### src/rtl/axis_pkg.sv
// Shared definitions for the AXI4-Stream source blocks: output buffer depth
// and the occupancy rule used when deciding whether another read fits.
package axis_pkg;

  localparam int BUF_DEPTH = 2;
  localparam int BUF_CNT_W = $clog2(BUF_DEPTH + 1);

  // True when buffered + in-flight beats, less the beat leaving this cycle, still leave a free slot.
  function automatic logic has_room(input logic [BUF_CNT_W-1:0] cnt,
                                    input logic                 inflight,
                                    input logic                 pop);
    logic [BUF_CNT_W:0] occ;
    occ = {1'b0, cnt} + {{BUF_CNT_W{1'b0}}, inflight} - {{BUF_CNT_W{1'b0}}, pop};
    return occ < (BUF_CNT_W + 1)'(BUF_DEPTH);
  endfunction

endpackage

### src/rtl/axis_fifo_source_chk.sv
// Protocol and occupancy checks for axis_fifo_source.
module axis_fifo_source_chk
  import axis_pkg::*;
#(
  parameter int DWIDTH = 16
) (
  input logic                 clk,
  input logic                 rst_n,
  input logic [BUF_CNT_W-1:0] buf_count,
  input logic                 inflight,
  input logic                 fifo_rd_en,
  input logic                 fifo_empty,
  input logic                 m_tvalid,
  input logic                 m_tready,
  input logic [DWIDTH-1:0]    m_tdata,
  input logic                 m_tlast
);

  occupancy_a: assert property (@(posedge clk) disable iff (!rst_n)
    ({1'b0, buf_count} + {{BUF_CNT_W{1'b0}}, inflight}) <= (BUF_CNT_W + 1)'(BUF_DEPTH));

  rd_when_empty_a: assert property (@(posedge clk) !(fifo_rd_en && fifo_empty));

  stall_stable_a: assert property (@(posedge clk) disable iff (!rst_n)
    (m_tvalid && !m_tready) |=> (m_tvalid && $stable(m_tdata) && $stable(m_tlast)));

endmodule

### src/rtl/axis_out_buf.sv
// Two-entry push/pop buffer with registered head, valid and count; slot0 is
// always the head, so the head data is a plain register.
module axis_out_buf
  import axis_pkg::*;
#(
  parameter int W = 16
) (
  input  logic                 clk,
  input  logic                 rst_n,
  input  logic                 push,
  input  logic [W-1:0]         din,
  input  logic                 pop,
  output logic [W-1:0]         head,
  output logic                 valid,
  output logic [BUF_CNT_W-1:0] count
);

  logic [W-1:0]         slot0_r;
  logic [W-1:0]         slot1_r;
  logic [BUF_CNT_W-1:0] count_r;
  logic                 valid_r;
  logic [BUF_CNT_W-1:0] count_nxt_s;

  // Next occupancy; a simultaneous push and pop leaves it unchanged.
  always_comb begin
    count_nxt_s = count_r;
    case ({push, pop})
      2'b10:   count_nxt_s = count_r + BUF_CNT_W'(1);
      2'b01:   count_nxt_s = count_r - BUF_CNT_W'(1);
      default: count_nxt_s = count_r;
    endcase
  end

  // Storage shifts toward slot0 on pop so ordering is preserved.
  always_ff @(posedge clk) begin
    if (!rst_n) begin
      slot0_r <= '0;
      slot1_r <= '0;
      count_r <= '0;
      valid_r <= 1'b0;
    end else begin
      case ({push, pop})
        2'b10: begin
          if (count_r == BUF_CNT_W'(0)) slot0_r <= din;
          else                          slot1_r <= din;
        end
        2'b01: slot0_r <= slot1_r;
        2'b11: begin
          if (count_r == BUF_CNT_W'(1)) begin
            slot0_r <= din;
          end else begin
            slot0_r <= slot1_r;
            slot1_r <= din;
          end
        end
        default: ;
      endcase
      count_r <= count_nxt_s;
      valid_r <= (count_nxt_s != BUF_CNT_W'(0));
    end
  end

  assign head  = slot0_r;
  assign valid = valid_r;
  assign count = count_r;

endmodule

### src/rtl/axis_fifo_source.sv
// Drains a registered-read FIFO into an AXI4-Stream master, framing packets of
// PKT_LEN beats and counting completed packets.
module axis_fifo_source
  import axis_pkg::*;
#(
  parameter int DWIDTH  = 16,
  parameter int PKT_LEN = 4,
  parameter int CNT_W   = 16
) (
  input  logic                      clk,
  input  logic                      rst_n,
  input  logic                      en,
  output logic                      fifo_rd_en,
  input  logic [DWIDTH-1:0]         fifo_dout,
  input  logic                      fifo_empty,
  output logic                      m_tvalid,
  input  logic                      m_tready,
  output logic [DWIDTH-1:0]         m_tdata,
  output logic                      m_tlast,
  output logic [CNT_W-1:0]          pkt_count,
  output logic [$clog2(PKT_LEN):0]  beat_idx
);

  localparam int            BW       = $clog2(PKT_LEN) + 1;
  localparam logic [BW-1:0] LAST_IDX = BW'(PKT_LEN - 1);

  logic                 pop_s;
  logic                 rd_s;
  logic                 inflight_r;
  logic [BUF_CNT_W-1:0] buf_count;
  logic [BW-1:0]        beat_idx_r;
  logic [CNT_W-1:0]     pkt_count_r;

  assign pop_s = m_tvalid & m_tready;
  // Counting the leaving beat lets a full pipeline keep reading every cycle under tready.
  assign rd_s       = rst_n & en & ~fifo_empty & has_room(buf_count, inflight_r, pop_s);
  assign fifo_rd_en = rd_s;

  // Marks the cycle on which the FIFO's read data is valid.
  always_ff @(posedge clk) begin
    if (!rst_n) inflight_r <= 1'b0;
    else        inflight_r <= rd_s;
  end

  axis_out_buf #(.W(DWIDTH)) u_buf (
    .clk   (clk),
    .rst_n (rst_n),
    .push  (inflight_r),
    .din   (fifo_dout),
    .pop   (pop_s),
    .head  (m_tdata),
    .valid (m_tvalid),
    .count (buf_count)
  );

  assign m_tlast = m_tvalid & (beat_idx_r == LAST_IDX);

  // Beat position and packet count advance only on accepted beats.
  always_ff @(posedge clk) begin
    if (!rst_n) begin
      beat_idx_r  <= '0;
      pkt_count_r <= '0;
    end else if (pop_s) begin
      if (m_tlast) begin
        beat_idx_r  <= '0;
        pkt_count_r <= pkt_count_r + CNT_W'(1);
      end else begin
        beat_idx_r  <= beat_idx_r + BW'(1);
      end
    end
  end

  assign beat_idx  = beat_idx_r;
  assign pkt_count = pkt_count_r;

  axis_fifo_source_chk #(.DWIDTH(DWIDTH)) u_chk (
    .clk        (clk),
    .rst_n      (rst_n),
    .buf_count  (buf_count),
    .inflight   (inflight_r),
    .fifo_rd_en (rd_s),
    .fifo_empty (fifo_empty),
    .m_tvalid   (m_tvalid),
    .m_tready   (m_tready),
    .m_tdata    (m_tdata),
    .m_tlast    (m_tlast)
  );

endmodule

### config.mk
export PLATFORM = sky130hd
export DESIGN_NAME = axis_fifo_source
export DESIGN_NICKNAME = d
export VERILOG_FILES = /design/src/rtl/axis_pkg.sv /design/src/rtl/axis_fifo_source_chk.sv /design/src/rtl/axis_out_buf.sv /design/src/rtl/axis_fifo_source.sv
export SDC_FILE = /design/constraint.sdc
export NUM_CORES = 1
export LEC_CHECK = 0
export CAP_MARGIN = 25
export CELL_PAD_IN_SITES_DETAIL_PLACEMENT = 1
export CELL_PAD_IN_SITES_GLOBAL_PLACEMENT = 1
export CORE_MARGIN = 2
export CORE_UTILIZATION = 39
export DETAILED_ROUTE_END_ITERATION = 8
export PLACE_DENSITY_LB_ADDON = 0.1
export RECOVER_POWER = 50
export SYNTH_ARGS = -nofsm -noshare
export SYNTH_HDL_FRONTEND = slang
export SYNTH_SLANG_ARGS = --single-unit
### constraint.sdc
create_clock -name clk -period 4.9 [get_ports clk]
set_input_delay 0.735 -clock clk [delete_from_list [all_inputs] [get_ports clk]]
set_output_delay 0.735 -clock clk [all_outputs]
set_load 0.01 [all_outputs]
==> results.toml <==
[outcome]
outcome = "complete, but fails checks"
violations = "max-capacitance violations, max-slew violations"

[clock_network]
numCtsBuffers = 5
cts-root-buf = "clkbuf_8"
clk_pin_slew_worst_paths_ns = 0.09
cts_resized = 0
cts_hold_buf = 0
cts_setup_buffers = 0
clock-sinks = 55
clock_latency_ns = 0.30
cts_tree = "yes"
htreeDepth = 2
cts.path.max_buffers = 2

[die]
dieArea_mm2 = 0.00686
initial_core_util = 0.407
boundaryPins = 59
rows = 28
die_y_um = 82.8
core_mm2 = 0.00596
fp.dieW_um = 82.8

[sta]
worstMarginPinSlew_ns = 2.30
skew_ns = 0.00856
fmax_mhz = 232
finalHoldViolations = 0
setup_viol = 0
tns_ns = 0
finalCritPeriodShare = 0.881
slew_headroom = -0.535
final_max_slew_viol_count = 52
rsz0062_at_grt = "false"
fin_crit_ns = 4.32

[synthesis]
syn-instance-count = 261
yosysTopAreaCell = "dfxtp_1"
netlist.area_leader.share = 0.455
synth_top_flop_cell = "dfxtp_1"
postSynthAreaPerCell_um2 = 9.28
syn_area_mm2 = 0.00242
synth_edf_count = 0
synth-seq-cells = 55
syn-num-nets = 287
yosysSeqAreaShare = 0.455
yosysUniqueCellTypes = 40
yosysWarnings = 0
synth_area_leaders = "dfxtp_1 45%, mux2i_1 14%, nor2_1 7.1%"
synthArstFlopShare = 0

[placement]
routabilityCongestion = 0.758
place_hpwl_um = 3870
placed_area_mm2 = 0.00305
place.port_buffers = 58

[setup_path]
crit_required_ns = 4.16
reg2regPathDepth = 5
worstSetupStartpoint = "m_tready"
r2r-start = "u_buf.valid$_SDFF_PN0_"
startpoint_type = "primary input"
critical_path_arrival_ns = 3.58
crit_type = "in2out"
critPathCaptureType = "primary output"
cp_max_fo = 11

[global_routing]
grt_pass1_wl_um = 9270
grt-ovfl-total = 0
gr-usage-all-layers = 0.160
antenna_found_initial = 0
grt_pass1_vias = 1966
grt_max_degree = 52

[layout]
stdcell_area_mm2 = 0.00316
layout_common_cells = "55 x dfxtp_1, 46 x nor2_1, 34 x mux2i_1, 32 x dlygate4sd3_1, 26 x clkdlybuf4s50_1"
layout_commonest_cell = "dfxtp_1"
fillCellCount = 700
n_antenna_cell = 0
final_nets = 341
drive_gt1_frac = 0.0411
syn_to_final_growth_pct = 30.4

[drt]
first_pass_iters = 3
vias = 2021
via_per_inst = 5.17
wire_per_inst_um = 14.0
detail-route-antenna-nets = 0
wl_um = 5470
post-route-drc-count = 0
dr.first_iter.drc_count = 36

[run]
drv_cap = 1

[hold_path]
hp-start = "beat_idx[2]$_SDFFE_PN0P_"
min_delay_path_depth = 2
hold_class = "reg2reg"

[power_and_ir_drop]
p_leak_nw = 1.44
pwr_density_cell_mw_per_mm2 = 351
ir_drop_mv = 0.166
critical path, cell delays in order:
cell             delay [ns]
clkdlybuf4s50_1        0.58
and2_0                 0.55
xnor2_1                0.22
nand2_1                0.12
fa_1                   0.51
nand2_1                0.07
nor4_1                 0.22
clkdlybuf4s50_1        0.58
sequential cells by signal, indices dropped and copies added (netlist names):
signal and count:
pkt_count 16, u_buf.head 16, u_buf.slot1_r 16, beat_idx 3, u_buf.count 2, inflight_r 1
u_buf.valid 1
cell usage after synthesis, types with 2 or more instances:
library cell,instances
clkbuf_1,9
nor4_1,7
a211oi_1,17
nor2_1,46
ha_1,4
xor2_1,4
or3_1,2
xnor2_1,8
a21oi_1,7
nand3_1,8
nand2b_1,2
inv_1,7
nand2_1,19
nand4_1,4
dfxtp_1,55
buf_2,2
nor3_1,4
mux2i_1,34
logic make-up after synthesis:
group | after synthesis | share of synthesized area
buf+inv | 22 | 0.0372
xor+xnor | 12 | 0.0434
simple gates | 100 | 0.197
flops | 55 | 0.455
fa+ha+maj | 5 | 0.0289
compound gates | 33 | 0.0987
mux | 34 | 0.140
final timing paths:
check             slack, ns                            end
setup / recovery       0.58                     fifo_rd_en
hold / removal         0.49       beat_idx[2]$_SDFFE_PN0P_
setup reg to reg       2.56  u_buf.slot1_r[3]$_SDFFE_PN0P_
hold reg to reg        0.49       beat_idx[2]$_SDFFE_PN0P_
routing by layer:
metal	part of all wire	global-route usage	wire (µm)
met3	0.039	0.0417	214
met5	0	0	0
met1	0.47	0.210	2550
met4	0.0049	0.0268	27
met2	0.49	0.269	2670
metrics by stage:
| stage | utilization | instances | hold slack (ns) | power (mW) | setup WS [ns] |
|---|---|---|---|---|---|
| 2_1_floorplan | - | 261 | 0.463 | 0.740 | 1.88 |
| 3_3_place_gp | 0.512 | 382 | 0.468 | 0.872 | 0.920 |
| 3_5_place_dp | 0.512 | 382 | 0.481 | 0.880 | 0.830 |
| 4_1_cts | 0.527 | 390 | 0.496 | 1.13 | 0.821 |
| 5_1_grt | 0.530 | 391 | 0.519 | 1.18 | 0.386 |
| 6_report | 0.530 | 391 | 0.487 | 1.11 | 0.582 |
power by group:
group / internal [mW] / switching, mW / total, mW
Combinational: 0.164 / 0.163 / 0.326
Sequential: 0.499 / 0.0377 / 0.536
Clock: 0.100 / 0.145 / 0.245
final cells by class:
type	instances	area [µm²]	share of cell area
Multi-Input combinational cell	184	1230	0.389
Sequential cell	55	1100	0.349
Timing Repair Buffer	61	619	0.196
Tap cell	75	93.8	0.0297
Clock buffer	6	72.6	0.0230
Inverter	8	30.0	0.00950
Clock inverter	2	12.5	0.00396
Note: power is estimated with default switching activity, not from simulation.
